===== src/rtl/id_ex_reg.sv =====
// ID/EX pipeline register: captures decoded operands, indices, PC and control bundle,
// with stall (hold), flush (bubble), valid tracking and a saturating bubble counter.
module id_ex_reg #(
  parameter int DATA_WIDTH = 32,
  parameter int REG_WIDTH  = 5,
  parameter int CTRL_WIDTH = 16
) (
  input  logic                  clk,
  input  logic                  rst_n,
  input  logic                  stall,
  input  logic                  flush,
  input  logic                  id_valid,
  input  logic [DATA_WIDTH-1:0] id_pc,
  input  logic [DATA_WIDTH-1:0] id_rs_data,
  input  logic [DATA_WIDTH-1:0] id_rt_data,
  input  logic [DATA_WIDTH-1:0] id_imm,
  input  logic [REG_WIDTH-1:0]  id_rs,
  input  logic [REG_WIDTH-1:0]  id_rt,
  input  logic [REG_WIDTH-1:0]  id_rd,
  input  logic [CTRL_WIDTH-1:0] id_ctrl,
  output logic                  ex_valid,
  output logic [DATA_WIDTH-1:0] ex_pc,
  output logic [DATA_WIDTH-1:0] ex_rs_data,
  output logic [DATA_WIDTH-1:0] ex_rt_data,
  output logic [DATA_WIDTH-1:0] ex_imm,
  output logic [REG_WIDTH-1:0]  ex_rs,
  output logic [REG_WIDTH-1:0]  ex_rt,
  output logic [REG_WIDTH-1:0]  ex_rd,
  output logic [CTRL_WIDTH-1:0] ex_ctrl,
  output logic [15:0]           ex_bubbles
);

  typedef enum logic [1:0] {
    ACT_LOAD   = 2'd0,
    ACT_HOLD   = 2'd1,
    ACT_BUBBLE = 2'd2
  } action_e;

  function automatic logic [15:0] sat_inc(input logic [15:0] cnt);
    if (cnt == 16'hFFFF) begin
      return cnt;
    end else begin
      return cnt + 16'd1;
    end
  endfunction

  action_e               action_s;
  logic                  valid_q, valid_d;
  logic [DATA_WIDTH-1:0] pc_q, pc_d;
  logic [DATA_WIDTH-1:0] rs_data_q, rs_data_d;
  logic [DATA_WIDTH-1:0] rt_data_q, rt_data_d;
  logic [DATA_WIDTH-1:0] imm_q, imm_d;
  logic [REG_WIDTH-1:0]  rs_q, rs_d;
  logic [REG_WIDTH-1:0]  rt_q, rt_d;
  logic [REG_WIDTH-1:0]  rd_q, rd_d;
  logic [CTRL_WIDTH-1:0] ctrl_q, ctrl_d;
  logic [15:0]           bubbles_q, bubbles_d;

  // Action select: flush beats stall, so a stalled instruction can be discarded.
  always_comb begin
    action_s = ACT_LOAD;
    if (flush) begin
      action_s = ACT_BUBBLE;
    end else if (stall) begin
      action_s = ACT_HOLD;
    end else begin
      action_s = ACT_LOAD;
    end
  end

  // Next-state for every field; ctrl is gated by valid so a bubble never carries side effects.
  always_comb begin
    valid_d   = valid_q;
    pc_d      = pc_q;
    rs_data_d = rs_data_q;
    rt_data_d = rt_data_q;
    imm_d     = imm_q;
    rs_d      = rs_q;
    rt_d      = rt_q;
    rd_d      = rd_q;
    ctrl_d    = ctrl_q;
    bubbles_d = bubbles_q;
    case (action_s)
      ACT_BUBBLE: begin
        valid_d   = 1'b0;
        pc_d      = '0;
        rs_data_d = '0;
        rt_data_d = '0;
        imm_d     = '0;
        rs_d      = '0;
        rt_d      = '0;
        rd_d      = '0;
        ctrl_d    = '0;
        bubbles_d = sat_inc(bubbles_q);
      end
      ACT_LOAD: begin
        valid_d   = id_valid;
        pc_d      = id_pc;
        rs_data_d = id_rs_data;
        rt_data_d = id_rt_data;
        imm_d     = id_imm;
        rs_d      = id_rs;
        rt_d      = id_rt;
        rd_d      = id_rd;
        if (id_valid) begin
          ctrl_d    = id_ctrl;
          bubbles_d = bubbles_q;
        end else begin
          ctrl_d    = '0;
          bubbles_d = sat_inc(bubbles_q);
        end
      end
      ACT_HOLD: begin
        valid_d = valid_q;
      end
      default: begin
        valid_d   = 1'b0;
        ctrl_d    = '0;
      end
    endcase
  end

  // Pipeline state flops with asynchronous clear.
  always_ff @(posedge clk or negedge rst_n) begin
    if (!rst_n) begin
      valid_q   <= 1'b0;
      pc_q      <= '0;
      rs_data_q <= '0;
      rt_data_q <= '0;
      imm_q     <= '0;
      rs_q      <= '0;
      rt_q      <= '0;
      rd_q      <= '0;
      ctrl_q    <= '0;
      bubbles_q <= 16'h0000;
    end else begin
      valid_q   <= valid_d;
      pc_q      <= pc_d;
      rs_data_q <= rs_data_d;
      rt_data_q <= rt_data_d;
      imm_q     <= imm_d;
      rs_q      <= rs_d;
      rt_q      <= rt_d;
      rd_q      <= rd_d;
      ctrl_q    <= ctrl_d;
      bubbles_q <= bubbles_d;
    end
  end

  assign ex_valid   = valid_q;
  assign ex_pc      = pc_q;
  assign ex_rs_data = rs_data_q;
  assign ex_rt_data = rt_data_q;
  assign ex_imm     = imm_q;
  assign ex_rs      = rs_q;
  assign ex_rt      = rt_q;
  assign ex_rd      = rd_q;
  assign ex_ctrl    = ctrl_q;
  assign ex_bubbles = bubbles_q;

endmodule


===== config.mk =====
export PLATFORM = sky130hd
export DESIGN_NAME = id_ex_reg
export DESIGN_NICKNAME = d
export VERILOG_FILES = /design/src/rtl/id_ex_reg.sv
export SDC_FILE = /design/constraint.sdc
export NUM_CORES = 1
export LEC_CHECK = 0
export BUFFER_PORTS_ARGS = -buffer_cell sky130_fd_sc_hd__buf_2
export CAP_MARGIN = 20
export CORE_AREA = 2 2 133 135
export CTS_BUF_LIST = sky130_fd_sc_hd__clkbuf_4 sky130_fd_sc_hd__clkbuf_8
export DETAILED_ROUTE_END_ITERATION = 7
export DIE_AREA = 0 0 135 137
export HOLD_SLACK_MARGIN = 0.05
export PLACE_DENSITY_LB_ADDON = 0.2
export SETUP_SLACK_MARGIN = 0.02
export SKIP_LAST_GASP = 1
export SLEW_MARGIN = 10
export SYNTH_ARGS = -nofsm -noshare
export SYNTH_HDL_FRONTEND = slang
export SYNTH_SLANG_ARGS = --single-unit
export TNS_END_PERCENT = 20

===== constraint.sdc =====
create_clock -name clk -period 1.8 [get_ports clk]
set_input_delay 0.36 -clock clk [delete_from_list [all_inputs] [get_ports clk]]
set_output_delay 0.36 -clock clk [all_outputs]
set_load 0.01 [all_outputs]

==> Yosys cells after proc, flatten, opt, wreduce, memory -nomap -nowiden <==
Index checks and enable logic that the tools add are counted.
{ "totals": {"mem_bits_ro": 0, "latchBits": 0, "word_cells": 33, "ff_bits": 176, "mem_bits_rw": 0, "n_memories": 0, "out_inout_bits": 176, "input_bits": 164} }
{ "op_classes": {"n_bitwise": 0, "div": 0, "n_mux": 15, "n_addsub": 1, "reduce_logical": 3, "magnitude_cmp": 0, "shifts": 0, "eq_ne": 4, "multipliers": 0} }
{ "ops": {"columns": ["operator", "count"], "rows": [
  ["32-bit one-hot mux with 2 select lines", 4],
  ["16-bit one-hot mux with 2 select lines", 2],
  ["16-bit 2-to-1 mux", 3],
  ["5-bit one-hot mux with 2 select lines", 3],
  ["16-bit by 1-bit adder with 16-bit output (second input constant)", 1],
  ["16-bit equality test (second input constant)", 1],
  ["2-bit by 1-bit equality test with 1-bit output (second input constant)", 1],
  ["2-bit equality test (second input constant)", 1],
  ["2-bit logical NOT", 1],
  ["2-bit 2-to-1 mux", 1],
  ["2-bit inequality test (second input constant)", 1],
  ["1-bit one-hot mux with 2 select lines", 1],
  ["2-bit AND reduction", 1],
  ["2-bit nonzero test", 1],
  ["1-bit 2-to-1 mux", 1]
]} }

==> Longest topological paths before layout <==
Gate-level depths: netlist of the first run.
{ "depth": {"depth_word": 5, "mapped_depth": 6, "depth_no_buf": 5} }

==> Worst setup path after synthesis of the first run <==
No wires, ideal clock.
{ "synth_path": {"path_kind": "register to register", "startpoint": "reg bubbles_q[0], in the netlist ex_bubbles[0]", "endpoint": "reg bubbles_q[1], in the netlist ex_bubbles[1]", "slack_ps": 152, "setup_ps": 125, "stages_incl_launch_ff": 7, "arrival_time_ps": 1523, "path_cell_list": "dfrtp_1 ha_1 and3_1 and4_4 buf_6 nor2_4 mux2_4"} }
{ "synth_via": {"elab_chain_len": 4} }
{ "synth_lines": {"columns": ["element", "line_no", "rtl"], "rows": [
  ["start: declaration", "57", "logic [15:0] bubbles_q, bubbles_d;"],
  ["start signal: assignment", "146", "bubbles_q <= bubbles_d;"],
  ["16-bit by 1-bit adder with 16-bit output / 16-bit equality test (equally long branches)", "43, 40", null],
  ["16-bit 2-to-1 mux (*)", "40", "if (cnt == 16'hFFFF) begin"],
  ["16-bit 2-to-1 mux", "105", "if (id_valid) begin"],
  ["16-bit one-hot mux with 2 select lines (*)", "83", "case (action_s)"]
]} }
Every way passes the cells marked *; elsewhere a longest branch is shown, timed or not. The select of a mux whose other input is x is not followed.
A chain may end at the register's enable or synchronous reset.

==> Worst setup path in the final report of the first run <==
Same ends and word-level chain as after synthesis.

==> out/metrics.yaml, run 1 <==
powerDensity_nw_per_um2: 905
antenna_left: 0
worst_slew_pin_slew_ns: 0.823
hold_viol: 0
cts_tree: "built"
muxShareOfSynthArea_pct: 20.3
finalSetupTns_ns: 0
layout.nets: 1071
ys_seq_elements: 176
endpoint_kind: "register"
std_cell_rows: 48
via_count: 5420
syn_area_um2: 7140
ff2ff_path_depth: 5
crit_fanout: 7
synth_edf_count: 0
synth_adder_area_share_pct: 0.175
n_fill_cell: 1509
cts_buffers: 17
detail_route.first_pass.iterations: 4
synth-compound-area-share_pct: 2.81
grt_pass1_vias: 5453
cts_htree_levels: 4
dieArea_um2: 18500
core_area_um2: 17100
clock_latency_ns: 0.43
synth-main-ff-cell: "dfrtp_1"
cts_root_buffer: "clkbuf_8"
yosys.area_share.simple_pct: 10.9
grt_util_all_layers_pct: 19.7
timing.rr.start: "ex_bubbles[0]"
place_congestion: 0.776
vias_per_cell: 4.73
synth_area_per_cell_um2: 12.5
ir_drop_mv: 0.448
ys_types: 35
timing.critical_path.to: "ex_bubbles[1]"
synth_top_family_by_area: "multiplexers"
hpwl_mm: 13.5
worstPathRequired_ns: 2.12
grt_antenna_before_repair: 1
rsz0062_at_grt: "no"
syn_inst: 571
yosys.area.top_type: "dfrtp_1"
relSlewSlack_pct: 45.1
ys_seq_area_share_pct: 61.7
ys_top_cells_by_area: "dfrtp_1, mux2i_1, nor2_1, a22o_1, buf_2"
areaGrowthSynthToFinish_pct: 33.5
crit_arrival_ns: 1.92
critPathSlowestCell: "dfrtp_1"
start_kind: "register"
slew_violations: 0
fin_skew_ns: 0.0109
pin_count: 340
min_from: "id_ctrl[9]"
post-route-period-util_pct: 88.8
async_flop_share_pct: 100
min_path_type: "input port to register"
cts_resized: 0
cts.sinks: 176
crit_chain: "ha_1, and3_1, and4_4, nor2_4, mux2_4"
rrSetupSlack_ns: 0.20
critPathMaxStageDelay_ns: 0.43
wirelength_mm: 18.5
status: "complete, no violations"
grt_max_degree: 78
dp_cells: 1111
cts_buffer_depth: 2
port_buffers: 339
clkSlewWorstSetupHoldPaths_ns: 0.09
routedWlPerCell_um: 16.2
final_cells: 1145
synthXorXnorAreaFrac_pct: 1.72
drc: 0
die_width_um: 135
cap_violations: 0
grt_pass1_wl_mm: 28.1
drt-initial-drc-count: 197
cp-startpoint: "ex_bubbles[0]"
synth_nets: 736
period_minus_slack_ns: 1.60
overflow: 0
drive_above_1_share_pct: 42.9
die_y_um: 137
leakage_nw: 5.48
fmax_mhz: 625
setup_viol: 0
synth_top_area_share_pct: 61.7
r2r-end: "ex_bubbles[1]"
synth_warnings: 0
start_util_pct: 41.8
crit_type: "register to register"
[kinds of logic (layout without fill, tap and decap cells)]
family / count (synthesis) / in the layout
other cells: 0 / 1
buf+inv: 37 / 385
xor+xnor: 14 / 14
mux: 144 / 144
flops: 176 / 176
fa+ha+maj: 1 / 1
compound gates: 24 / 24
simple gates: 175 / 175
[cells in the final DEF (no fill, tap or decap), types with 2 or more instances in the layout]
cell type   instances
clkinv_2            3
and3_1              2
xnor2_1             7
nand2_1             3
clkbuf_8           19
xor2_1              7
bufinv_16           2
nand4_1             6
and4_4              3
clkinvlp_4          3
nor2_1            144
clkbuf_4            2
buf_2             336
a22o_1             16
mux2i_1           143
dfrtp_1           176
nand3_1             5
buf_4               9
nor3_1              4
inv_6               3
buf_12              5
[per-layer routing]
metal / routed length, µm / vias up / global-route usage [%]
li1: - / 2618 / -
met5: 0 / - / 0
met3: 1830 / 25 / 6.93
met4: 350 / 0 / 7.41
met2: 8950 / 226 / 33.1
met1: 7410 / 2551 / 23.3
[how the worst min path moves through the flow]
stage                    end  slack, ns  cells after the start
6_report          ex_ctrl[9]       0.13                      2
5_1_grt          ex_ctrl[11]       0.10                      2
4_1_cts           ex_ctrl[9]       0.09                      2
3_5_place_dp       ex_imm[5]       0.28                      1
3_3_place_gp       ex_imm[5]       0.28                      1
2_1_floorplan  ex_bubbles[0]       0.06                      0
[area by class of cell]
cell class | count | area (µm²) | area share, %
Tap cell | 225 | 282 | 2.95
Timing Repair Buffer | 353 | 1880 | 19.8
Multi-Input combinational cell | 358 | 2560 | 26.9
Clock inverter | 12 | 133 | 1.39
Clock buffer | 20 | 263 | 2.76
Antenna cell | 1 | 2.50 | 0.0263
Sequential cell | 176 | 4400 | 46.2
[per-stage QoR]
stage               util (%)  instance area (µm²)  power (mW)  hold slack, ns  setup WS (ns)
finish                  55.9                 9530        8.62           0.131          0.201
global placement        53.4                 9110        5.98           0.280         0.0460
floorplan                  -                 7140        5.26          0.0644          0.152
global route            55.9                 9530        9.08           0.101          0.110
CTS                     55.8                 9530        8.77          0.0913          0.196
detailed placement      53.5                 9120        6.00           0.276          0.209
[synthesized netlist by cell type, drive strengths merged, types with 2 or more instances]
library cell / number
dfrtp: 176
nor2: 145
mux2i: 143
buf: 28
a22o: 16
clkbuf: 9
xnor2: 7
xor2: 7
nand4: 6
nand3: 5
nor3: 5
and4: 4
nand2: 3
and3: 2
nor4: 2
[sequential cells by signal, indices dropped and copies added (netlist names)]
signal,flops
ex_valid,1
ex_imm,32
ex_rt_data,32
ex_rd,5
ex_rt,5
ex_pc,32
ex_bubbles,16
ex_ctrl,16
ex_rs,5
ex_rs_data,32
[worst max-delay path, delay by kind of cell, from the launching register on]
kind	cells	cell delay, ns
simple gates	3	0.51
fa+ha+maj	1	0.24
flops	1	0.43
mux	1	0.30
[timing repair]
item / CTS / global route
buffers inserted: 0 / 0
hold buffers: 1 / 0
endpoints found under the hold margin: 28 / 0
[where the power goes]
group	total [mW]	internal, mW	switching, mW	leakage [nW]
combinational	1.43	0.661	0.764	2.95
clock	2.73	1.31	1.42	0.197
sequential	4.47	4.24	0.233	2.34
Power figures use the tool's default switching activity.
==> inputs of run 2 (changes only) <==
Settings changed: ABC_AREA from default to 1, CTS_CLUSTER_SIZE from default to 10.
==> run 2 against run 1 <==
  * Non-clock buffer count down 1
  * Sequential share of layout area up 2.6 points
  * Clock power down 4%
  * Critical path depth up 5
  * Clock-buffer cell count unchanged
  * Critical endpoint is now ex_bubbles[7]
  * Largest cell class unchanged
==> out/metrics.yaml, run 2 <==
leakage_nw: 5.13  # -6.4%
place_congestion: 0.801  # +3.3%
yosys.area.top_type: "dfrtp_1"
ys_types: 20  # -43%
multi_input_area_um2: 1960  # -23%
ys_seq_area_share_pct: 66.5  # +4.8 points
fmax_mhz: 624  # -0.17%
p_clk_share_pct: 32.0  # +0.4 points
port_buffers: 339  # unchanged
crit_type: "register to register"
power.internal_mw: 5.92  # -4.6%
postCtsSetupRepairBufs: 0  # unchanged
diodes: 0  # -1
syn_area_um2: 6620  # -7.2%
rrSetupSlack_ns: 0.20  # about the same
synth_adder_area_share_pct: 0.189  # +0.014 points
ys_top_cells_by_count: "dfrtp_1, a22o_1, nand2_1, nand3_1"
yosysMostFrequentCell: "dfrtp_1"
clkSlewWorstSetupHoldPaths_ns: 0.09  # about the same
finish.instance_area_um2: 9020  # -5.3%
final_util_pct: 52.9  # -3.0 points
synth_area_per_cell_um2: 13.0  # +3.9%
relSlewSlack_pct: 50.3  # +5.1 points
cts_buffer_depth: 2  # unchanged
combinationalPowerShare_pct: 14.5  # -2.0 points
dieArea_um2: 18500  # unchanged
seqPwrFrac_pct: 53.5  # +1.7 points
clock_latency_ns: 0.44  # about the same
pin_count: 340  # unchanged
overflow: 0  # unchanged
powerDensity_nw_per_um2: 905  # about the same
ff2ff_path_depth: 10  # +5
std_cell_rows: 48  # unchanged
synth_nets: 675  # -8.3%
synth_top_area_share_pct: 66.5  # +4.8 points
period_minus_slack_ns: 1.60  # +0.00270 ns
drc: 0  # unchanged
ff_latch_area_um2: 4400  # unchanged
crit_arrival_ns: 1.94  # +0.02 ns
endpoint_kind: "register"
synth_top_family_by_area: "compound AO/OA/AOI/OAI gates"
hpwl_mm: 13.4  # -0.99%
power_mw: 8.16  # -5.4%
worstPathRequired_ns: 2.14  # +0.02 ns
start_kind: "register"
fin_skew_ns: 0.0127  # +0.00183 ns
syn_inst: 510  # -11%
status: "complete, no violations"
core_area_um2: 17100  # unchanged
cts_buffers: 17  # unchanged
grt_pass1_vias: 5399  # -0.99%
synth_edf_count: 0  # unchanged
min_path_type: "input port to register"
finalSetupTns_ns: 0  # unchanged
antenna_left: 0  # unchanged
worst_slew_pin_slew_ns: 0.746  # -0.0770 ns
final_common_cell: "buf_2"
yosys.area_share.simple_pct: 8.05  # -2.9 points
via_count: 5386  # -0.63%
whs_path_depth: 2  # unchanged
layout_common_cells: "buf_2, dfrtp_1, a22o_1"
synth_warnings: 0  # unchanged
place_area_um2: 8630  # -5.3%
p_sw_mw: 2.24  # -7.3%
switching_share_pct: 27.4  # -0.56 points
cap_violations: 0  # unchanged
synth-compound-area-share_pct: 21.0  # +18 points
layout.nets: 1010  # -5.7%
post-route-period-util_pct: 89.0  # +0.15 points
wirelength_mm: 18.7  # +0.66%
rsz0062_at_grt: "no"
cts.sinks: 176  # unchanged
grt_antenna_before_repair: 0  # -1
vias_per_cell: 4.97  # +5.1%
crit_fanout: 16  # +9
grt_util_all_layers_pct: 19.6  # -0.045 points
timing.rr.start: "ex_bubbles[0]"
die_width_um: 135  # unchanged
min_to: "ex_rt_data[30]"
r2r-end: "ex_bubbles[7]"
ys_seq_elements: 176  # unchanged
grt_pass1_wl_mm: 28.4  # +0.86%
cts_htree_levels: 4  # unchanged
async_flop_share_pct: 100  # unchanged
n_fill_cell: 1513  # +0.27%
drt-initial-drc-count: 250  # +27%
muxShareOfSynthArea_pct: 0  # -20 points
setup_viol: 0  # unchanged
ys_top_cells_by_area: "dfrtp_1, a22o_1, nand2_1, nand3_1, buf_2"
slew_violations: 0  # unchanged
die_y_um: 137  # unchanged
cts_tree: "built"
ir_drop_mv: 0.424  # -5.3%
routedWlPerCell_um: 17.2  # +6.4%
drive_above_1_share_pct: 46.6  # +3.7 points
cts_resized: 0  # unchanged
min_from: "id_rt_data[30]"
grt_max_degree: 144  # +85%
cts_hold_buf: 1  # unchanged
start_util_pct: 38.8  # -3.0 points
synth-main-ff-cell: "dfrtp_1"
fin_hold_ws_ns: 0.123  # -0.00796 ns
detail_route.first_pass.iterations: 4  # unchanged
cts_root_buffer: "clkbuf_8"
areaGrowthSynthToFinish_pct: 36.2
synthXorXnorAreaFrac_pct: 0.264  # -1.5 points
hold_viol: 0  # unchanged
run 2: cell count changes in the layout (fill, tap and decap cells not counted), moves of 6 or more:
cell,previous run,this run
nand2_2,0,7
xnor2_1,7,0
a22o_1,16,159
nor2_1,144,15
inv_1,0,20
mux2i_1,143,0
nand3_1,5,21
nand4_1,6,0
nand2_1,3,61
run 2: final cells by class:
type                            instances  area share [%]
Clock buffer                           20            2.98
Clock inverter                         12            1.19
Inverter                               23            1.01
Multi-Input combinational cell        275            21.8
Sequential cell                       176            48.8
Tap cell                              225            3.12
Timing Repair Buffer                  352            21.1
run 2: worst max-delay path, stage by stage (launching register included):
cell     delay, ns
dfrtp_1       0.43
ha_1          0.25
nand2_2       0.10
nor2_4        0.05
nand2_4       0.10
nor2_8        0.06
nor2_8        0.18
buf_12        0.17
nand2_1       0.06
nand2_1       0.06
nand2_1       0.05
run 2: metrics by stage:
stage	worst slack, ns	instances
6_report	0.198	1083
5_1_grt	0.0356	1083
4_1_cts	0.197	1083
3_5_place_dp	0.213	1050
3_3_place_gp	0.256	1050
2_1_floorplan	0.319	510
run 2: power by group through the flow:
stage / combinational, mW / clock (mW) / sequential, mW
detailed placement: 1.19 / 0 / 4.44
CTS: 1.20 / 2.70 / 4.37
global placement: 1.17 / 0 / 4.43
finish: 1.18 / 2.61 / 4.37
global route: 1.30 / 2.86 / 4.40
floorplan: 0.417 / 0 / 4.55
run 2: logic make-up (layout without fill, tap and decap cells):
logic type,after synthesis,count (layout)
simple gates,113,113
xor+xnor,2,2
buf+inv,59,407
compound gates,159,159
fa+ha+maj,1,1
flops,176,176
run 2: worst max-delay path by stage:
stage	from	endpoint	slack (ns)
2_1_floorplan	ex_bubbles[0]	ex_bubbles[2]	0.32
3_3_place_gp	ex_bubbles[0]	ex_bubbles[7]	0.26
3_5_place_dp	ex_bubbles[0]	ex_bubbles[7]	0.21
4_1_cts	ex_bubbles[0]	ex_bubbles[7]	0.20
5_1_grt	ex_bubbles[0]	ex_bubbles[10]	0.04
6_report	ex_bubbles[0]	ex_bubbles[7]	0.20
run 2: per-layer routing:
metal | vias to the layer above | GRT usage, % | share of wire (%)
met5 | - | 0 | 0
li1 | 2517 | - | -
met1 | 2599 | 24.2 | 41
met3 | 41 | 5.15 | 7.1
met2 | 229 | 32.7 | 50
met4 | 0 | 8.51 | 2.7
==> inputs of run 3 (changes only) <==
Settings changed: CELL_PAD_IN_SITES_DETAIL_PLACEMENT from default to 0, CELL_PAD_IN_SITES_GLOBAL_PLACEMENT from default to 1, CORE_AREA 2 2 133 135 to default, CORE_UTILIZATION from default to 35, DIE_AREA 0 0 135 137 to default.
==> run 3 against run 2 <==
  * Sequential share of layout area is 0.30 points lower
  * Clock skew about the same
  * Largest cell class unchanged
  * Register-to-register slack better by 0.03 ns
  * Critical path depth down 1
  * Clock power rose by 2%
  * Sequential power is essentially flat
  * Worst setup slack improved by 0.033 ns
  * Combinational power hardly changed
  * Largest power group unchanged
  * Clock-buffer cell count down 3
==> out/metrics.yaml, run 3 (same netlist as run 2, synthesis figures left out) <==
dp_slack_ns: 0.245  # +0.0316 ns
seqPwrFrac_pct: 53.2  # -0.3 points
dieArea_um2: 19500  # +5.3%
std_cell_rows: 49  # +2.1%
grt_util_all_layers_pct: 20.5  # +0.90 points
slew_violations: 0  # unchanged
cts_buffer_depth: 2  # unchanged
layout_common_cells: "buf_2, dfrtp_1, a22o_1"
hold_viol: 0  # unchanged
ir_drop_mv: 0.377  # -11%
layout_setup_ws_ns: 0.231  # +0.0332 ns
rrSetupSlack_ns: 0.23  # +0.03 ns
final_util_pct: 49.7  # -3.2 points
wirelength_mm: 19.6  # +5.0%
clock_latency_ns: 0.45  # about the same
status: "complete, no violations"
powerDensity_nw_per_um2: 906  # +0.18%
antenna_left: 0  # unchanged
cap_violations: 0  # unchanged
relSlewSlack_pct: 72.3  # +22 points
grt_antenna_before_repair: 6  # +6
port_buffers: 339  # unchanged
leakage_nw: 5.14  # +0.16%
worstPathRequired_ns: 2.14  # about the same
via_count: 5534  # +2.7%
layout.nets: 1012  # +0.20%
p_clk_share_pct: 32.3  # +0.3 points
postCtsSetupRepairBufs: 0  # unchanged
n_fill_cell: 1675  # +11%
power.internal_mw: 5.77  # -2.6%
drc: 0  # unchanged
power_mw: 8.22  # +0.79%
switching_share_pct: 29.9  # +2.4 points
cts_tree: "built"
start_kind: "register"
post-route-period-util_pct: 87.1  # -1.8 points
cts_root_buffer: "clkbuf_8"
crit_type: "register to register"
cts_buffers: 17  # unchanged
setup_viol: 0  # unchanged
start_util_pct: 36.3  # -2.6 points
drt-initial-drc-count: 212  # -15%
crit_arrival_ns: 1.91  # -0.03 ns
detail_route.first_pass.iterations: 4  # unchanged
vias_per_cell: 5.05  # +1.6%
die_y_um: 140  # +1.9%
overflow: 0  # unchanged
period_minus_slack_ns: 1.57  # -0.0332 ns
core_area_um2: 18300  # +7.1%
hpwl_mm: 14.3  # +6.7%
finalSetupTns_ns: 0  # unchanged
p_sw_mw: 2.46  # +9.7%
clkSlewWorstSetupHoldPaths_ns: 0.11  # +0.02 ns
final_common_cell: "buf_2"
grt_pass1_vias: 5646  # +4.6%
endpoint_kind: "register"
combinationalPowerShare_pct: 14.5  # about the same
pin_count: 340  # unchanged
cts_htree_levels: 4  # unchanged
grt_max_degree: 84  # -42%
rsz0062_at_grt: "no"
routedWlPerCell_um: 17.9  # +3.8%
place_congestion: 0.819  # +2.2%
areaGrowthSynthToFinish_pct: 37.0
die_width_um: 140  # +3.4%
drive_above_1_share_pct: 46.7  # +0.12 points
crit_fanout: 14  # -2
fin_skew_ns: 0.0125  # -0.000182 ns
fin_hold_ws_ns: 0.108  # -0.0158 ns
worst_slew_pin_slew_ns: 0.416  # -0.330 ns
min_path_type: "input port to register"
grt_pass1_wl_mm: 30.8  # +8.7%
fmax_mhz: 638  # +2.1%
cts.sinks: 176  # unchanged
-- run 3: changes by cell type in the layout (fill, tap and decap cells not counted) --
cell        before  now
clkinv_8         0    2
buf_12           8    9
clkbuf_8        19   17
diode_2          0    6
bufinv_16        1    0
inv_8            0    5
clkinv_2         4    1
clkbuf_4         1    0
clkinvlp_4       3    4
buf_4            4    5
clkinv_4         1    0
-- run 3: path summary, 6_finish.rpt --
| check | startpoint | to | cells past startpoint |
|---|---|---|---|
| setup / recovery | ex_bubbles[0] | ex_bubbles[11] | 9 |
| hold / removal | id_ctrl[10] | ex_ctrl[10] | 2 |
| setup reg to reg | ex_bubbles[0] | ex_bubbles[11] | 9 |
| hold reg to reg | ex_ctrl[4] | ex_ctrl[4] | 1 |
| max in group asynchronous | rst_n | ex_imm[0] | 3 |
| min in group asynchronous | rst_n | ex_imm[31] | 2 |
-- run 3: critical path, cell delays in order, from the launching register on --
cell	delay [ns]
dfrtp_1	0.43
ha_1	0.22
nand2_2	0.08
nor2_4	0.15
nand2_4	0.09
nor2_8	0.14
nor2_8	0.06
buf_12	0.14
nand3_1	0.08
nand2_1	0.06
-- run 3: metrics by stage --
step | area [µm²] | cells
floorplan | 6620 | 510
global placement | 8670 | 1056
detailed placement | 8670 | 1056
CTS | 9060 | 1089
global route | 9070 | 1095
finish | 9070 | 1095
-- run 3: power groups by stage --
stage	logic, mW	registers [mW]	clock network (mW)
6_report	1.19	4.37	2.66
5_1_grt	1.31	4.41	2.95
3_5_place_dp	1.21	4.45	0
2_1_floorplan	0.417	4.55	0
4_1_cts	1.21	4.38	2.77
3_3_place_gp	1.19	4.44	0
-- run 3: layout make-up --
cell class / instances / area [µm²] / area share, %
flip-flops and latches: 176 / 4400 / 48.5
multi-input cells: 275 / 1960 / 21.6
repair buffers: 354 / 1930 / 21.3
well taps: 229 / 287 / 3.16
clock buffers: 17 / 234 / 2.58
clock inverters: 15 / 150 / 1.65
inverters: 23 / 91.3 / 1.01
diodes: 6 / 15.0 / 0.165
-- run 3: repair_timing --
item                      CTS  global route
hold buffers                1             0
gates resized for setup     0             0
hold endpoints to repair   31             0
-- run 3: routing by layer --
layer / track usage, % / routed length (µm) / vias up
met1: 24.3 / 7850 / 2730
met2: 34.4 / 9840 / 249
met3: 6.37 / 1560 / 24
met4: 8.96 / 328 / 0
li1: - / - / 2531
met5: 0 / 0 / -
